`src/rtl/fifo_wr_arbiter.sv`:
```
// Round-robin arbiter sharing one FIFO write port among NREQ producers, with bursts of up to BURST beats.
// Optional ARB_STATS_EN macro adds saturating beat/stall counters on stat_beats / stat_stalls.
module fifo_wr_arbiter #(
   parameter int NREQ  = 4,
   parameter int DW    = 8,
   parameter int BURST = 4
) (
   input  logic               clk,
   input  logic               rst,
   input  logic [NREQ-1:0]    req,
   input  logic [NREQ*DW-1:0] req_data,
   output logic [NREQ-1:0]    gnt,
   input  logic               fifo_full,
   output logic               fifo_we,
   output logic [DW-1:0]      fifo_data,
   output logic               busy,
   output logic [2:0]         owner
`ifdef ARB_STATS_EN
   ,
   output logic [15:0]        stat_beats,
   output logic [15:0]        stat_stalls
`endif
);

   localparam int OW = (NREQ > 1) ? $clog2(NREQ) : 1;
   localparam int CW = $clog2(BURST) + 1;

   typedef enum logic {
      IDLE,
      LOCK
   } state_t;

   state_t          state_q, state_d;
   logic [OW-1:0]   owner_q, owner_d;
   logic [CW-1:0]   beatCnt_q, beatCnt_d;

   logic [OW-1:0]   scanIdx;
   logic            scanHit;
   logic            ownerReq;
   logic            accept;
   logic            lastBeat;

   // Scan from owner+NREQ down to owner+1 so the nearest requester after the owner wins.
   always_comb begin
      scanHit = 1'b0;
      scanIdx = owner_q;
      for (int k = NREQ; k >= 1; k--) begin
         if (req[(int'(owner_q) + k) % NREQ]) begin
            scanHit = 1'b1;
            scanIdx = OW'((int'(owner_q) + k) % NREQ);
         end
      end
   end

   assign ownerReq = req[owner_q];
   assign accept   = (state_q == LOCK) && ownerReq && !fifo_full;
   assign lastBeat = (beatCnt_q == CW'(BURST - 1));

   always_ff @(posedge clk or posedge rst) begin
      if (rst) begin
         state_q   <= IDLE;
         owner_q   <= OW'(NREQ - 1);
         beatCnt_q <= '0;
      end else begin
         state_q   <= state_d;
         owner_q   <= owner_d;
         beatCnt_q <= beatCnt_d;
      end
   end

   always_comb begin
      state_d   = state_q;
      owner_d   = owner_q;
      beatCnt_d = beatCnt_q;
      case (state_q)
         IDLE: begin
            if (scanHit) begin
               state_d   = LOCK;
               owner_d   = scanIdx;
               beatCnt_d = '0;
            end
         end
         LOCK: begin
            if (accept) begin
               beatCnt_d = beatCnt_q + 1'b1;
            end
            if (!ownerReq || (accept && lastBeat)) begin
               state_d = IDLE;
            end
         end
         default: state_d = IDLE;
      endcase
   end

   // Full stalls the owner without releasing it; fifo_we can never coincide with full.
   always_comb begin
      gnt = '0;
      if (accept) begin
         gnt[owner_q] = 1'b1;
      end
   end

   assign fifo_we   = |gnt;
   assign fifo_data = req_data[int'(owner_q) * DW +: DW];
   assign busy      = (state_q == LOCK);
   assign owner     = 3'(owner_q);

`ifdef ARB_STATS_EN
   logic [15:0] statBeats_q, statStalls_q;
   logic        stall;

   assign stall = (state_q == LOCK) && ownerReq && fifo_full;

   always_ff @(posedge clk or posedge rst) begin
      if (rst) begin
         statBeats_q  <= '0;
         statStalls_q <= '0;
      end else begin
         if (accept && (statBeats_q != 16'hFFFF)) begin
            statBeats_q <= statBeats_q + 16'd1;
         end
         if (stall && (statStalls_q != 16'hFFFF)) begin
            statStalls_q <= statStalls_q + 16'd1;
         end
      end
   end

   assign stat_beats  = statBeats_q;
   assign stat_stalls = statStalls_q;
`endif

endmodule
```
`config.mk`:
```
export PLATFORM = sky130hd
export DESIGN_NAME = fifo_wr_arbiter
export DESIGN_NICKNAME = d
export VERILOG_FILES = /design/src/rtl/fifo_wr_arbiter.sv
export SDC_FILE = /design/constraint.sdc
export NUM_CORES = 1
export LEC_CHECK = 0
export BUFFER_PORTS_ARGS = -buffer_cell sky130_fd_sc_hd__buf_2
export CORE_ASPECT_RATIO = 2
export CORE_MARGIN = 2
export CORE_UTILIZATION = 25
export CTS_CLUSTER_DIAMETER = 200
export DETAILED_ROUTE_END_ITERATION = 7
export PLACE_DENSITY = 0.6
export SLEW_MARGIN = 10
export SYNTH_ARGS = -nofsm -noshare
export SYNTH_HDL_FRONTEND = slang
export SYNTH_SLANG_ARGS = --single-unit
```
`constraint.sdc`:
```
create_clock -name clk -period 3.9 [get_ports clk]
set_clock_uncertainty 0.1 [all_clocks]
set_input_delay 0.78 -clock clk [delete_from_list [all_inputs] [get_ports clk]]
set_output_delay 0.78 -clock clk [all_outputs]
set_load 0.02 [all_outputs]
```
==> results_dict.tcl, run 1 <==
set metrics [dict create \
    worstPathArrival_ns 2.00 \
    cts.root.buffer_cell "clkbuf_8" \
    power.total_uw 838 \
    yosys-top-cells-area "mux4_2, dfrtp_1, ha_1" \
    dp.final_hpwl_mm 1.90 \
    gr-usage-met1_pct 11.7 \
    start_util_pct 25.6 \
    die_w_um 45.4 \
    drt-initial-drc-count 10 \
    cts_tree "done" \
    hold_class "in -> async" \
    timing.slew.headroom_pct 61.7 \
    setup.worst_path.end_class "output port" \
    antenna_cells 0 \
    ys_seq_area_share_pct 17.8 \
    power_leakage_nw 0.600 \
    ys_ff_latch 6 \
    crit_start "req[3]" \
    crit_top_cell "buf_2" \
    drv_slew 0 \
    drc 0 \
    fin_tns_setup_ns 0 \
    synth_edf_count 0 \
    grt_pass1_wl_mm 3.56 \
    fillers 336 \
    path_cells "buf_2 -> mux4_2 -> nor2b_4 -> and2_4 -> o41a_1 -> buf_2" \
    via_per_inst 5.35 \
    coreArea_um2 3340 \
    vias 846 \
    postRouteAntennaNets 0 \
    grt.busiest_layer "met2" \
    startpoint_type "input pin" \
    rsz0062_at_grt "false" \
    synthCells 76 \
    dp.cells 154 \
    critPathSlowestCell "mux4_2" \
    nNetsFinal 172 \
    syn2layout_area_growth_pct 35.5 \
    grt_pass1_vias 839 \
    port_buffers 54 \
    ys_types 32 \
    finalSetupViolCount 0 \
    htreeDepth 1 \
    slowest_delay_ns 0.49 \
    hold_viol 0 \
    synth-main-ff-cell "dfrtp_1" \
    use_met2_pct 23.5 \
    critPathKind "in -> out" \
    async_flop_share_pct 100 \
    post_cts_buffers 0 \
    cp_max_fo 9 \
    cts_resized 0 \
    r2r_start "owner_q[1]" \
    finalInstanceArea_um2 1160 \
    drive_gt1_share_pct 58.7 \
    syn_area_um2 856 \
    run_status "completed" \
    cts_buffers 3 \
    totalWireLength_mm 2.29 \
    holdBufCountCts 0 \
    ioPinCount 56 \
    stdcell_count 158 \
    clock_sinks 6 \
    die_y_um 86.7 \
    maxCapViolCount 0 \
    worst_pin_slew_ns 0.569 \
    dpl-instance-area_um2 1110 \
    synth_top_area_share_pct 26.3 \
    clkTransAtPathRegs_ns 0.04 \
    ys_warn_count 0 \
    yosys.area.top_type "mux4_2" \
    clk_latency_ns 0.22 \
    use_met3_pct 2.29 \
    dieArea_um2 3940 \
    syn_nets 121 \
    track_usage_pct 12.1 \
    gp_congestion 0.737 \
    post-route-period-util_pct 73.9 \
    row_count 30 \
    antenna_found_initial 0 \
    grt_max_degree 19 \
    post-route-min-period_ns 2.88 \
    power_density_nw_per_um2 723 \
    fmax_ghz 0.347 \
    avgSynthCellArea_um2 11.3 \
    avgRoutedWirePerCell_um 14.5 \
    clockBufferDepth 2 \
    overflow 0 \
    required_ns 3.02 \
    vdd_drop_max_v 0.000423 \
    drtPass1Iterations 4 \
]
[logic make-up (layout without fill, tap and decap cells)]
logic type	count (synthesis)	after routing	synth area share, %
adders and majority gates	6	6	8.77
buffers and inverters	18	68	10.8
other	1	1	0.438
AOI/OAI and AO/OA	13	13	11.4
and+or+nand+nor	13	13	9.80
muxes	19	19	40.9
DFF	6	6	17.8
[worst paths after layout]
| check | slack [ns] | depth (start not counted) | to |
|---|---|---|---|
| max in group asynchronous | 3.08 | 2 | owner_q[0] |
| worst min register to register | 0.41 | 1 | beatCnt_q[2] |
| worst max register to register | 1.34 | 6 | owner_q[0] |
| worst max-delay path | 1.02 | 6 | fifo_we |
| min in group clk | 0.41 | 1 | beatCnt_q[2] |
| worst min-delay path | 0.36 | 2 | beatCnt_q[1] |
[layout make-up]
cell class | count | area [um^2] | area share, %
Clock buffer | 4 | 45.0 | 3.88
Multi-Input combinational cell | 52 | 611 | 52.6
Tap cell | 32 | 40.0 | 3.45
Inverter | 9 | 33.8 | 2.91
Timing Repair Buffer | 55 | 278 | 23.9
Sequential cell | 6 | 153 | 13.2
[critical path: cells and delay by family]
family          cells  cell delay, ns
mux                 1            0.49
simple gates        2            0.33
buf+inv             2            0.31
compound gates      1            0.09
[state kept, by name (all words and copies together) (netlist names)]
name	flops
beatCnt_q	3
busy	1
owner_q	2
[cell usage in the layout (no fill, tap or decap), drive strengths merged]
cell and instances:
a221oi 2, inv 9, o211a 1, dfstp 2, and2 1, ha 6
nand2b 1, a211oi 1, a21oi 1, a41oi 1, mux4 12, nor4 1
conb 1, clkbuf 4, o21ai 3, nor2b 1, nor2 2, mux2i 5
and3 4, dfrtp 4, a22o 1, o41a 1, nand2 2, buf 55
a31oi 1, mux2 2, nor4b 1, o21bai 1
[layer usage]
layer / vias up / share of wire (%)
met2: 56 / 54
met4: 0 / 1.0
met1: 397 / 34
met5: - / 0
li1: 390 / -
met3: 3 / 11
[cell usage after synthesis, drive strengths merged (2+ instances only)]
cell    count
a221oi      2
and3        4
buf         7
clkbuf      2
dfrtp       4
dfstp       2
ha          6
inv         9
mux2        2
mux2i       5
mux4       12
nand2       2
nor2        2
o21ai       3
[report_power, final]
group,switching (mW),internal [mW]
clock network,0.0276,0.0704
logic,0.290,0.290
registers,0.0630,0.0966
total,0.381,0.457
[metrics by stage]
step	utilization [%]	setup WS, ns	hold slack [ns]
after CTS	34.7	1.02	0.365
after floorplan	-	1.06	0.373
after detailed placement	33.4	1.03	0.410
final	34.7	1.02	0.364
after global routing	34.7	0.957	0.392
after global placement	33.4	1.04	0.393
Power figures use the tool's default switching activity.
==> run 2, diff against run 1 <==
ABC_AREA = 1   (was not set)
clock period = 2.85 ns   (was 3.9 ns; I/O delays follow)
==> results_dict.tcl, run 2 <==
set metrics [dict create \
    startpoint_type "register" \
    track_usage_pct 14.1 \
    netSwitchingPower_uw 756 \
    ioPinCount 56 \
    vdd_drop_max_v 0.000536 \
    critPathSlowestCell "dfstp_2" \
    slowest_delay_ns 0.41 \
    port_buffers 54 \
    grt_max_degree 23 \
    cts_tree "done" \
    yosys-top-cells-area "dfrtp_1, nand2_1, o21ai_0" \
    cts_resized 0 \
    clockBufferDepth 2 \
    reg2reg_depth 10 \
    layout_common_cells "buf_2, nand2_1, nor2_1, o21ai_0, inv_1" \
    syn_area_um2 852 \
    seqPwrFrac_pct 12.8 \
    maxCapViolCount 0 \
    post-route-min-period_ns 2.53 \
    grt_pass1_wl_mm 4.24 \
    required_ns 2.18 \
    worstPathArrival_ns 1.86 \
    dp.final_hpwl_mm 1.94 \
    row_count 30 \
    synth-main-ff-cell "dfrtp_1" \
    r2r_slack_ns 0.77 \
    overflow 0 \
    intPower_uw 580 \
    hold_class "in -> async" \
    ys_types 27 \
    yosys.area_share.adder_pct 8.81 \
    async_flop_share_pct 100 \
    hold_viol 0 \
    fmax_ghz 0.395 \
    gp_congestion 0.883 \
    ys_ff_latch 6 \
    holdBufCountCts 0 \
    run_status "finished, violations left" \
    dieArea_um2 3920 \
    synth_top_area_share_pct 11.7 \
    grt_pass1_vias 1048 \
    drv_slew 0 \
    drtPass1Iterations 6 \
    fin_tns_setup_ns 0 \
    regMostFlops "beatCnt_q" \
    synthSimpleGateAreaFrac_pct 40.4 \
    avgRoutedWirePerCell_um 11.0 \
    totalWireLength_mm 2.42 \
    clk_latency_ns 0.23 \
    drt-initial-drc-count 16 \
    synth-compound-area-share_pct 18.4 \
    pre_cts_slack_ns 0.541 \
    die_w_um 45.3 \
    clkTransAtPathRegs_ns 0.04 \
    dpl-instance-area_um2 1120 \
    power_density_nw_per_um2 1150 \
    nNetsFinal 234 \
    r2r-end "busy" \
    switching_share_pct 56.6 \
    final_common_cell "buf_2" \
    synth_common_cells "nand2_1, nor2_1, o21ai_0" \
    path_cells "inv_2 -> nand2_1 -> nand3_1 -> nand2_2 -> inv_2 -> nand3b_2 -> a41oi_1 -> buf_2" \
    critPathKind "reg -> out" \
    setup.worst_path.end_class "output port" \
    via_per_inst 4.62 \
    r2r_start "owner_q[0]" \
    antenna_found_initial 0 \
    finalInstanceArea_um2 1170 \
    clock_sinks 6 \
    vias 1016 \
    crit_start "owner_q[0]" \
    hold_slack_ns 0.155 \
    syn2layout_area_growth_pct 36.9 \
    cp_max_fo 22 \
    synth-xor-area-share_pct 0 \
    avgSynthCellArea_um2 6.27 \
    synthMuxAreaShare_pct 0 \
    post-route-period-util_pct 88.8 \
    synth_top_family_by_area "simple AND/OR/NAND/NOR gates" \
    yosys.area.top_type "dfrtp_1" \
    htreeDepth 1 \
    cts.root.buffer_cell "clkbuf_8" \
    synth_most_common_cell "nand2_1" \
    ys_warn_count 0 \
    start_util_pct 25.5 \
    drc 1 \
    fin_ws_ns 0.320 \
    cts_buffers 3 \
    coreArea_um2 3340 \
    violations "design-rule violations" \
    crit_top_cell "inv_2" \
    synthCells 136 \
    finalSetupViolCount 0 \
    antenna_cells 0 \
    synth_edf_count 0 \
    p_clk_share_pct 10.3 \
    power.total_mw 1.34 \
    syn_nets 181 \
    comb_power_share_pct 76.9 \
    drive_gt1_share_pct 40.4 \
    rsz0062_at_grt "false" \
    ys_seq_area_share_pct 17.9 \
    die_y_um 86.6 \
    postRouteAntennaNets 0 \
    post_cts_buffers 0 \
    power_leakage_nw 0.680 \
    largest_register_ffs 3 \
]
-- run 2: worst max-delay path by stage --
stage,end,depth (start not counted)
5_1_grt,fifo_we,8
2_1_floorplan,fifo_we,7
4_1_cts,fifo_we,8
3_3_place_gp,fifo_we,8
6_report,fifo_we,8
3_5_place_dp,fifo_we,8
-- run 2: kinds of logic (layout without fill, tap and decap cells) --
family | count (synthesis) | in the layout
and+or+nand+nor | 70 | 70
AOI/OAI and AO/OA | 28 | 28
other | 1 | 1
DFF | 6 | 6
buffers and inverters | 25 | 77
adders and majority gates | 6 | 6
-- run 2: per-layer routing --
layer | vias to the layer above | GRT usage (%) | part of all wire [%] | wire, um
li1 | 539 | - | - | -
met2 | 33 | 26.1 | 55 | 1330
met3 | 7 | 1.88 | 4.2 | 101
met5 | - | 0 | 0 | 0
met1 | 437 | 14.6 | 38 | 928
met4 | 0 | 6.42 | 2.6 | 62
-- run 2: through the flow --
stage,cells,util [%]
after floorplan,136,-
after global placement,216,33.6
after detailed placement,216,33.6
after CTS,220,34.9
after global routing,220,34.9
final,220,34.9
-- run 2: cell type report --
class                           count  area, um^2
Multi-Input combinational cell    105         579
Tap cell                           32        40.0
Timing Repair Buffer               56         285
Clock buffer                        4        45.0
Sequential cell                     6         153
Inverter                           17        63.8
Fill cell                         372        2170
-- run 2: critical path: cells and delay by family (launching register included) --
family                 cells  cell delay [ns]
AND/OR/NAND/NOR            4             0.48
flip-flops                 1             0.41
AO/OA/AOI/OAI              1             0.20
buffers and inverters      3             0.54
-- run 2: power groups by stage --
stage | combinational, mW | sequential, mW | clock, mW
after detailed placement | 1.03 | 0.172 | 0
after CTS | 1.04 | 0.171 | 0.142
final | 1.03 | 0.171 | 0.137
after global routing | 1.16 | 0.179 | 0.147
after global placement | 1.04 | 0.171 | 0
after floorplan | 0.780 | 0.196 | 0
==> run 3, diff against run 2 <==
PLACE_DENSITY = 0.49   (was 0.6)
==> results_dict.tcl, run 3 (same netlist as run 2, synthesis figures left out) <==
set metrics [dict create \
    run_status "completed" \
    dieArea_um2 3920 \
    post-route-min-period_ns 2.58 \
    rsz0062_at_grt "false" \
    grt_pass1_wl_mm 4.33 \
    clockBufferDepth 2 \
    largest_register_ffs 3 \
    clkTransAtPathRegs_ns 0.04 \
    ioPinCount 56 \
    avgRoutedWirePerCell_um 11.7 \
    cp_max_fo 22 \
    fin_tns_setup_ns 0 \
    die_w_um 45.3 \
    holdBufCountCts 0 \
    drtPass1Iterations 4 \
    cts_tree "done" \
    hold_class "in -> async" \
    drv_slew 0 \
    reg2reg_depth 10 \
    regMostFlops "beatCnt_q" \
    power_leakage_nw 0.679 \
    post-route-period-util_pct 90.6 \
    pre_cts_slack_ns 0.504 \
    power_density_nw_per_um2 1150 \
    fmax_ghz 0.387 \
    dpl-instance-area_um2 1120 \
    dp.final_hpwl_mm 2.04 \
    r2r_slack_ns 0.70 \
    r2r-end "busy" \
    required_ns 2.18 \
    antenna_cells 0 \
    setup.worst_path.end_class "output port" \
    post_cts_buffers 0 \
    fin_ws_ns 0.268 \
    maxCapViolCount 0 \
    clk_latency_ns 0.23 \
    layout_common_cells "buf_2, nand2_1, nor2_1, o21ai_0, inv_1" \
    cts_resized 0 \
    track_usage_pct 14.8 \
    totalWireLength_mm 2.57 \
    drc 0 \
    drive_gt1_share_pct 40.6 \
    htreeDepth 1 \
    drt-initial-drc-count 32 \
    vdd_drop_max_v 0.000469 \
    row_count 30 \
    port_buffers 54 \
    via_per_inst 4.84 \
    finalSetupViolCount 0 \
    startpoint_type "register" \
    overflow 0 \
    hold_viol 0 \
    vias 1060 \
    critPathKind "reg -> out" \
    cts_buffers 3 \
    fin_util_pct 34.8 \
    grt_max_degree 23 \
    start_util_pct 25.5 \
    worstPathArrival_ns 1.91 \
    die_y_um 86.6 \
    gp_congestion 0.827 \
    nNetsFinal 234 \
    postRouteAntennaNets 0 \
    r2r_start "owner_q[0]" \
    finalInstanceArea_um2 1160 \
    grt_pass1_vias 1021 \
    syn2layout_area_growth_pct 36.4 \
    clock_sinks 6 \
    cts.root.buffer_cell "clkbuf_8" \
    final_common_cell "buf_2" \
    coreArea_um2 3340 \
    antenna_found_initial 0 \
]
-- run 3: cell types whose count changed in the layout (fill, tap and decap cells not counted), sizes merged --
cell	before	now
clkbuf	4	3
-- run 3: report_power, final --
group	switching, mW	leakage [nW]	internal [mW]	total, mW
Clock	0.0397	0.0216	0.0910	0.131
Sequential	0.0413	0.0729	0.134	0.176
Combinational	0.683	0.585	0.350	1.03
Total	0.765	0.679	0.575	1.34
-- run 3: how the worst max path moves through the flow --
stage,from,end,slack [ns],cells after the start
4_1_cts,owner_q[0],fifo_we,0.25,8
5_1_grt,owner_q[0],fifo_we,0.06,8
2_1_floorplan,owner_q[0],fifo_we,0.63,7
6_report,owner_q[0],fifo_we,0.27,8
3_3_place_gp,owner_q[0],fifo_we,0.58,8
3_5_place_dp,owner_q[0],fifo_we,0.50,8
-- run 3: stage by stage --
stage          hold WS, ns  power, mW  std cells
6_report             0.162       1.34        219
4_1_cts              0.170       1.36        219
2_1_floorplan        0.260      0.976        136
5_1_grt              0.191       1.49        219
3_3_place_gp         0.393       1.20        216
3_5_place_dp         0.392       1.23        216
-- run 3: final cells by class --
class                   count  area [um^2]
multi-input cells         105          579
inverters                  17         63.8
fillers                   362         2180
well taps                  32         40.0
clock buffers               3         41.3
flip-flops and latches      6          153
repair buffers             56          285
-- run 3: critical path, cell delays in order, from the launching register on --
cell      delay [ns]
dfstp_2         0.42
inv_2           0.31
nand2_1         0.12
nand3_1         0.10
nand2_2         0.08
inv_2           0.06
nand3b_2        0.17
a41oi_1         0.22
buf_2           0.19
-- run 3: per-layer routing --
layer	global-route usage (%)	wire length, um	vias to the layer above
met4	8.29	70	0
met2	26.4	1320	53
met1	15.4	988	459
met3	2.50	193	6
li1	-	-	542
met5	0	0	-
